==> config.mk <==
export PLATFORM = sky130hd
export DESIGN_NAME = uart_transmit
export DESIGN_NICKNAME = d
export VERILOG_FILES = /design/src/rtl/uart_transmit.sv
export SDC_FILE = /design/constraint.sdc
export NUM_CORES = 1
export LEC_CHECK = 0
export ABC_AREA = 1
export ABC_CLOCK_PERIOD_IN_PS = 1870
export CAP_MARGIN = 20
export CORE_ASPECT_RATIO = 0.75
export CORE_MARGIN = 1
export CORE_UTILIZATION = 30
export CTS_CLUSTER_DIAMETER = 200
export DETAILED_ROUTE_END_ITERATION = 6
export DONT_BUFFER_PORTS = 1
export GPL_TIMING_DRIVEN = 0
export SLEW_MARGIN = 15
export SYNTH_ARGS = -nofsm -noshare
export SYNTH_HDL_FRONTEND = slang
export SYNTH_SLANG_ARGS = --single-unit
==> constraint.sdc <==
create_clock -name clk -period 1.87 [get_ports clk]
set_input_delay 0.374 -clock clk [delete_from_list [all_inputs] [get_ports clk]]
set_output_delay 0.374 -clock clk [all_outputs]
set_load 0.005 [all_outputs]
==> src/rtl/uart_transmit.sv <==
// uart_transmit: 8N1 serial transmitter, one frame per accepted start request
module uart_transmit #(
  parameter int CLKS_PER_BIT = 868
) (
  input  logic       clk,
  input  logic       rstn,
  input  logic       start,
  input  logic [7:0] data_in,
  output logic       tx,
  output logic       busy,
  output logic       done
);
  localparam int CW = $clog2(CLKS_PER_BIT);
  localparam logic [CW-1:0] LAST = CW'(CLKS_PER_BIT - 1);
  typedef enum logic [2:0] {IDLE, START, DATA, STOP, DONE} state_t;
  state_t state;
  logic [CW-1:0] cnt;
  logic [2:0] idx;
  logic [7:0] shift;
  logic last;
  assign last = cnt == LAST;
  // tx is loaded with the next bit's level on the edge that closes the current bit
  always_ff @(posedge clk or negedge rstn) begin
    if (!rstn) begin
      state <= IDLE;
      tx    <= 1'b1;
      busy  <= 1'b0;
      done  <= 1'b0;
      cnt   <= '0;
      idx   <= '0;
      shift <= '0;
    end else begin
      case (state)
        IDLE: begin
          done <= 1'b0;
          if (start) begin
            shift <= data_in;
            cnt   <= '0;
            tx    <= 1'b0;
            busy  <= 1'b1;
            state <= START;
          end else begin
            tx   <= 1'b1;
            busy <= 1'b0;
          end
        end
        START: begin
          cnt <= last ? '0 : cnt + 1'b1;
          if (last) begin
            idx   <= '0;
            tx    <= shift[0];
            state <= DATA;
          end
        end
        DATA: begin
          cnt <= last ? '0 : cnt + 1'b1;
          if (last) begin
            shift <= shift >> 1;
            idx   <= idx + 3'd1;
            tx    <= idx == 3'd7 ? 1'b1 : shift[1];
            state <= idx == 3'd7 ? STOP : DATA;
          end
        end
        STOP: begin
          cnt <= last ? '0 : cnt + 1'b1;
          if (last) begin
            done  <= 1'b1;
            state <= DONE;
          end
        end
        default: begin
          tx    <= 1'b1;
          busy  <= 1'b0;
          done  <= 1'b0;
          state <= IDLE;
        end
      endcase
    end
  end
endmodule

# ---- After elaboration in Yosys (flattened, before gate mapping)
# Index checks and enable logic that the tools add are counted.
dict set report op_classes {
  add_sub_neg 2
  eq_ne 9
  mux 24
  bitwise 2
  reduce_logical 12
}
# operator n
set op_table {}
lappend op_table {{$mux 10} 2}
lappend op_table {{$pmux 10 s2} 1}
lappend op_table {{$mux 3} 6}
lappend op_table {{$mux 8} 2}
lappend op_table {{$pmux 8 s2} 1}
lappend op_table {{$pmux 3 s4} 1}
lappend op_table {{$add 10x1->10 const B} 1}
lappend op_table {{$eq 10x10->1 const B} 1}
lappend op_table {{$reduce_and 3->1} 3}
lappend op_table {{$ne 2x2->1 const B} 4}
lappend op_table {{$mux 1} 7}
lappend op_table {{$eq 3x2->1 const B} 2}
lappend op_table {{$pmux 3 s2} 1}
lappend op_table {{$reduce_bool 2->1} 3}
lappend op_table {{$pmux 1 s2} 2}
lappend op_table {{$pmux 1 s4} 1}
lappend op_table {{$reduce_and 2->1} 2}
lappend op_table {{$reduce_and 4->1} 1}
lappend op_table {{$add 3x1->3 const B} 1}
lappend op_table {{$eq 3x1->1 const B} 1}
lappend op_table {{$eq 3x3->1 const B} 1}
lappend op_table {{$logic_not 3->1} 1}
lappend op_table {{$reduce_or 3->1} 1}
lappend op_table {{$not 1->1} 2}
lappend op_table {{$reduce_or 2->1} 1}
dict set report word_totals {
  ff_bits 27
  input_bits 11
}

# ---- Depth between registers and ports, before layout
dict set report depth {
  depth_word 4
  ltp_mapped 9
  depth_no_buf 9
}

# ---- Least setup slack after synthesis
# Ideal clock, no wire load.
dict set report synth_timing {
  path_type {reg-to-reg}
  start {register cnt[0]}
  end {register state[1]}
  setup_ps 117
  arrival_ps 1289
  required_ps 1753
  slack_ps 464
  path_stages_with_launch 10
  synth_period_minus_slack_ps 1406
  cell_sequence {dfrtp_1 -> ha_1 -> nand2_1 -> nor2_1 -> nand3_2 -> buf_6 -> nand2_2 -> nand3_2 -> nand2_1 -> nand2_1}
}
dict set report synth_via {
  elab_chain_cells 3
}
# element line
set synth_lines {}
lappend synth_lines {{from (decl)} 17} ;# logic [CW-1:0] cnt;
lappend synth_lines {{from (signal assigned)} 48} ;# cnt <= last ? '0 : cnt + 1'b1;
lappend synth_lines {{from (signal assigned)} 56} ;# cnt <= last ? '0 : cnt + 1'b1;
lappend synth_lines {{from (signal assigned)} 65} ;# cnt <= last ? '0 : cnt + 1'b1;
lappend synth_lines {{$eq 10x10->1 (*)} 21} ;# assign last = cnt == LAST;
lappend synth_lines {{$ne 2x2->1 (no source line)} -}
lappend synth_lines {{$reduce_and 4->1 (no source line) (*)} -}
lappend synth_lines {{to (signal assigned)} 61} ;# state <= idx == 3'd7 ? STOP : DATA;
lappend synth_lines {{to (decl)} 16} ;# state_t state;
# Every way passes the cells marked *; elsewhere a longest branch is shown, timed or not.
# A chain may end at the register's enable or synchronous reset.

# ---- Final worst setup path
dict set report layout_timing {
  start {register cnt[0]}
  end {register idx[0]}
}
dict set report layout_via {
  elab_chain_cells 3
}
# element line
set layout_lines {}
lappend layout_lines {{$eq 10x10->1 (*)} 21}
lappend layout_lines {{$ne 2x2->1 (no source line)} -}
lappend layout_lines {{$reduce_and 3->1 (no source line) (*)} -}
lappend layout_lines {{to (signal assigned)} 59} ;# idx <= idx + 3'd1;
lappend layout_lines {{to (decl)} 18} ;# logic [2:0] idx;
# Marked as above.

==> metrics.txt <==
Seq/Total Area, Yosys=around 43%; Area Overhead vs Synth=10.6%; P_leak=0.898 nW; FF-to-FF Start=cnt[0]; Pint=roughly 1.1 mW; DIE HEIGHT=around 65 um; Total GRT Usage=around an eighth; IO Port Bufs=0; Final nets=approximately 230; Worst Skew=about 0.0053 ns; top cell type's share of synthesized area=between 40 and 50%; yosys warns=0; fill cell count=between 500 and 600; post-CTS resize count=0; simple-gate area share of the yosys netlist=a little over two fifths; synth unique cells=22; Post-DP HPWL=approximately 2.3 mm; drt first pass iters=4; initial antenna violation count=0; register bit total from synthesis=27; Tcrit/Tclk final=~87%; area of the multi-input gates=approximately 780 sq um; Reg2Reg Capture Point=idx[0]; Slew @ Worst Pin=between 0.2 and 0.3 ns; mux contribution to synthesized area=0%; commonest non-fill, non-tap cell in the layout=nand2_1; final setup fails=0; Crit path arrival time=approximately 1.8 ns; pin count of the biggest net entering global routing=28; power share of the combinational group=around 36%; Synth Area per Inst=between 7 and 8 sq um; Die W=between 80 and 90 um; largest family of logic cells by synthesized area=simple AND/OR/NAND/NOR gates; Min-Delay Endpoint=shift[7]; DIE AREA=roughly 5500 sq um; Layout Cells excl Fill=about 290; CP Cell Sequence=ha_1, nand2_1, nor2_1, nand3_2, buf_6, inv_1, nand2_1, nand2_1, o21ai_0; routability congestion estimate=around 0.8; TritonCTS buffer count=3; final hold vios=0; CP Data Required Time=2.03 ns; vias per cell=roughly 4.4; 1st-iter DRT viols=between 100 and 150; core area=around 5000 sq um; Worst setup SP type=flop; grt peak-use layer=met1; Max-cap violations=0; num ports=14; # diodes=0; Syn Inst Count=210; flop2flop setup slack=around 0.25 ns; Clock Tree Buf Depth=2; crit-path most repeated cell=nand2_1; Post-Synth XOR/XNOR Area=0%; relative slew slack=between 80 and 90%; GR Util met2=between 10% and 20%; Worst Reg2Reg Path Length in Cells=9; endpoint class of the critical path=flop; CTS tree=yes; remaining global-route overflow=0; slowest cell on the critical path=dfrtp_1; Clk pwr share=about 18%; kind of critical path=reg2reg; clk_lat worst skew=between 0.2 and 0.3 ns; Seq. cell area=around 680 sq um; Hold Path Class=in2reg; crit path time final=1.62 ns; most frequent cells in the layout=nand2_1 (93), dfrtp_1 (26), inv_1 (21); Flop pwr share=between 40% and 50%; Synth area leaders=dfrtp_1 (41%), nand2_1 (22%), inv_1 (5.0%), nand3_2 (3.2%), nor2_1 (2.9%); RSZ-0062 raised after global routing=false; placed cell area=between 1500 and 2000 sq um; CTS H-tree depth=1; power per cell area=around 1100 nW/um^2; share of layout cells above drive strength 1=roughly 14%; VDD IR-drop max=0.325 mV; Post-route DRC=0; GR Util met1=17.6%; fmax=roughly 620 MHz; Synth Area in Compound Gates=roughly 3.8%; net switching fraction of the power=between 30% and 40%; slowest cell delay on critical path=0.41 ns; DRT Wirelength=~3.0 mm; # placed instances=about 280; post-DR wirelength/cell=approximately 10 um; max-slew violation count=0; Hold Startpoint=data_in[7]; Site Rows=22; Switch Pwr=0.730 mW; outcome=finished clean; Final ANT Viol Nets=0; first-pass GRT wire length=roughly 5.3 mm; clk root buf=clkbuf_8; WHS Path Cells=2; met3 Track Usage GR=under 10%; vias in the first global route=1,183; via count=roughly 1.3k; Sink Count=27; starting density of the core=about a third; Clock transition at path regs=~0.090 ns; Post-Syn Nets=between 200 and 250; post-synthesis adder-cell area fraction=2.38%; TNS Setup=0 ns; Mapped Area=about 1600 sq um; largest area contributor in the synthesized netlist=dfrtp_1; CP max FO=10; Final Cell Area=roughly 1700 sq um
## logic make-up (layout without fill, tap and decap cells)
| kind of cell | Yosys count | in the layout |
|---|---|---|
| AND/OR/NAND/NOR | 142 | 142 |
| flip-flops | 27 | 27 |
| buffers and inverters | 26 | 32 |
| AO/OA/AOI/OAI | 12 | 12 |
| adder cells (fa/ha/maj) | 3 | 3 |
## per-layer routing
metal / wire length (um) / part of all wire (%) / vias to the layer above
met1: 1610 / 54 / 570
li1: - / - / 668
met4: 0 / 0 / 0
met5: 0 / 0 / -
met3: 181 / 6.1 / 0
met2: 1200 / 40 / 30
## registers in the layout (all words and copies together), names as in the netlist
register,flops
cnt,10
shift,8
idx,3
state,3
busy,1
done,1
tx,1
## cells in the mapped netlist
cell and n:
o21ai_0 7, nand2_1 93, dfrtp_1 26, inv_2 2
nand4_1 7, nor2_4 4, nand3_1 7, nor3_1 2
o21ai_1 1, ha_1 3, nand2_2 5, inv_1 21
nand3_2 5, nor2_2 1, dfstp_2 1, nor2_1 12
or2_2 1, nand2_4 3, a21oi_1 4, buf_6 3
nand3b_1 1, nand3_4 1
## through the flow
step                utilization (%)  total power [mW]  setup slack [ns]  hold slack (ns)
floorplan                         -              1.40             0.464           0.0784
global placement               33.4              1.54             0.296           0.0792
detailed placement             33.4              1.55             0.252           0.0791
CTS                            35.0              1.91             0.248            0.209
global route                   35.0              2.04            0.0292            0.219
finish                         35.0              1.88             0.248            0.218
## what timing repair did
action,in CTS,in global routing
hold buffers,2,0
buffers inserted,0,0
hold endpoints to repair,27,0
## final cells by class
| type | instances | share of cell area [%] |
|---|---|---|
| Tap cell | 72 | 5.17 |
| Multi-Input combinational cell | 157 | 44.7 |
| Timing Repair Buffer | 2 | 1.72 |
| Buffer | 3 | 1.94 |
| Clock inverter | 1 | 0.287 |
| Sequential cell | 27 | 38.9 |
| Clock buffer | 3 | 2.37 |
| Inverter | 23 | 4.96 |
## critical path: cells and delay by family (launching register included)
kind,cells,cell delay [ns]
AO/OA/AOI/OAI,1,0.09
buffers and inverters,2,0.24
adder cells (fa/ha/maj),1,0.29
flip-flops,1,0.41
AND/OR/NAND/NOR,5,0.47
## worst max-delay path by stage
| stage | startpoint | endpoint | slack, ns | cells after the start |
|---|---|---|---|---|
| after floorplan | cnt[0] | state[1] | 0.46 | 9 |
| after global placement | cnt[0] | idx[0] | 0.30 | 9 |
| after detailed placement | cnt[0] | idx[0] | 0.25 | 9 |
| after CTS | cnt[0] | idx[0] | 0.25 | 9 |
| after global routing | cnt[0] | idx[0] | 0.03 | 9 |
| final | cnt[0] | idx[0] | 0.25 | 9 |
## power by group through the flow
stage | Clock (mW) | Sequential, mW | Combinational, mW
after floorplan | 0 | 0.857 | 0.545
after global placement | 0 | 0.888 | 0.651
after detailed placement | 0 | 0.890 | 0.656
after CTS | 0.354 | 0.879 | 0.677
after global routing | 0.381 | 0.901 | 0.761
final | 0.333 | 0.878 | 0.668
Power figures use the tool's default switching activity.
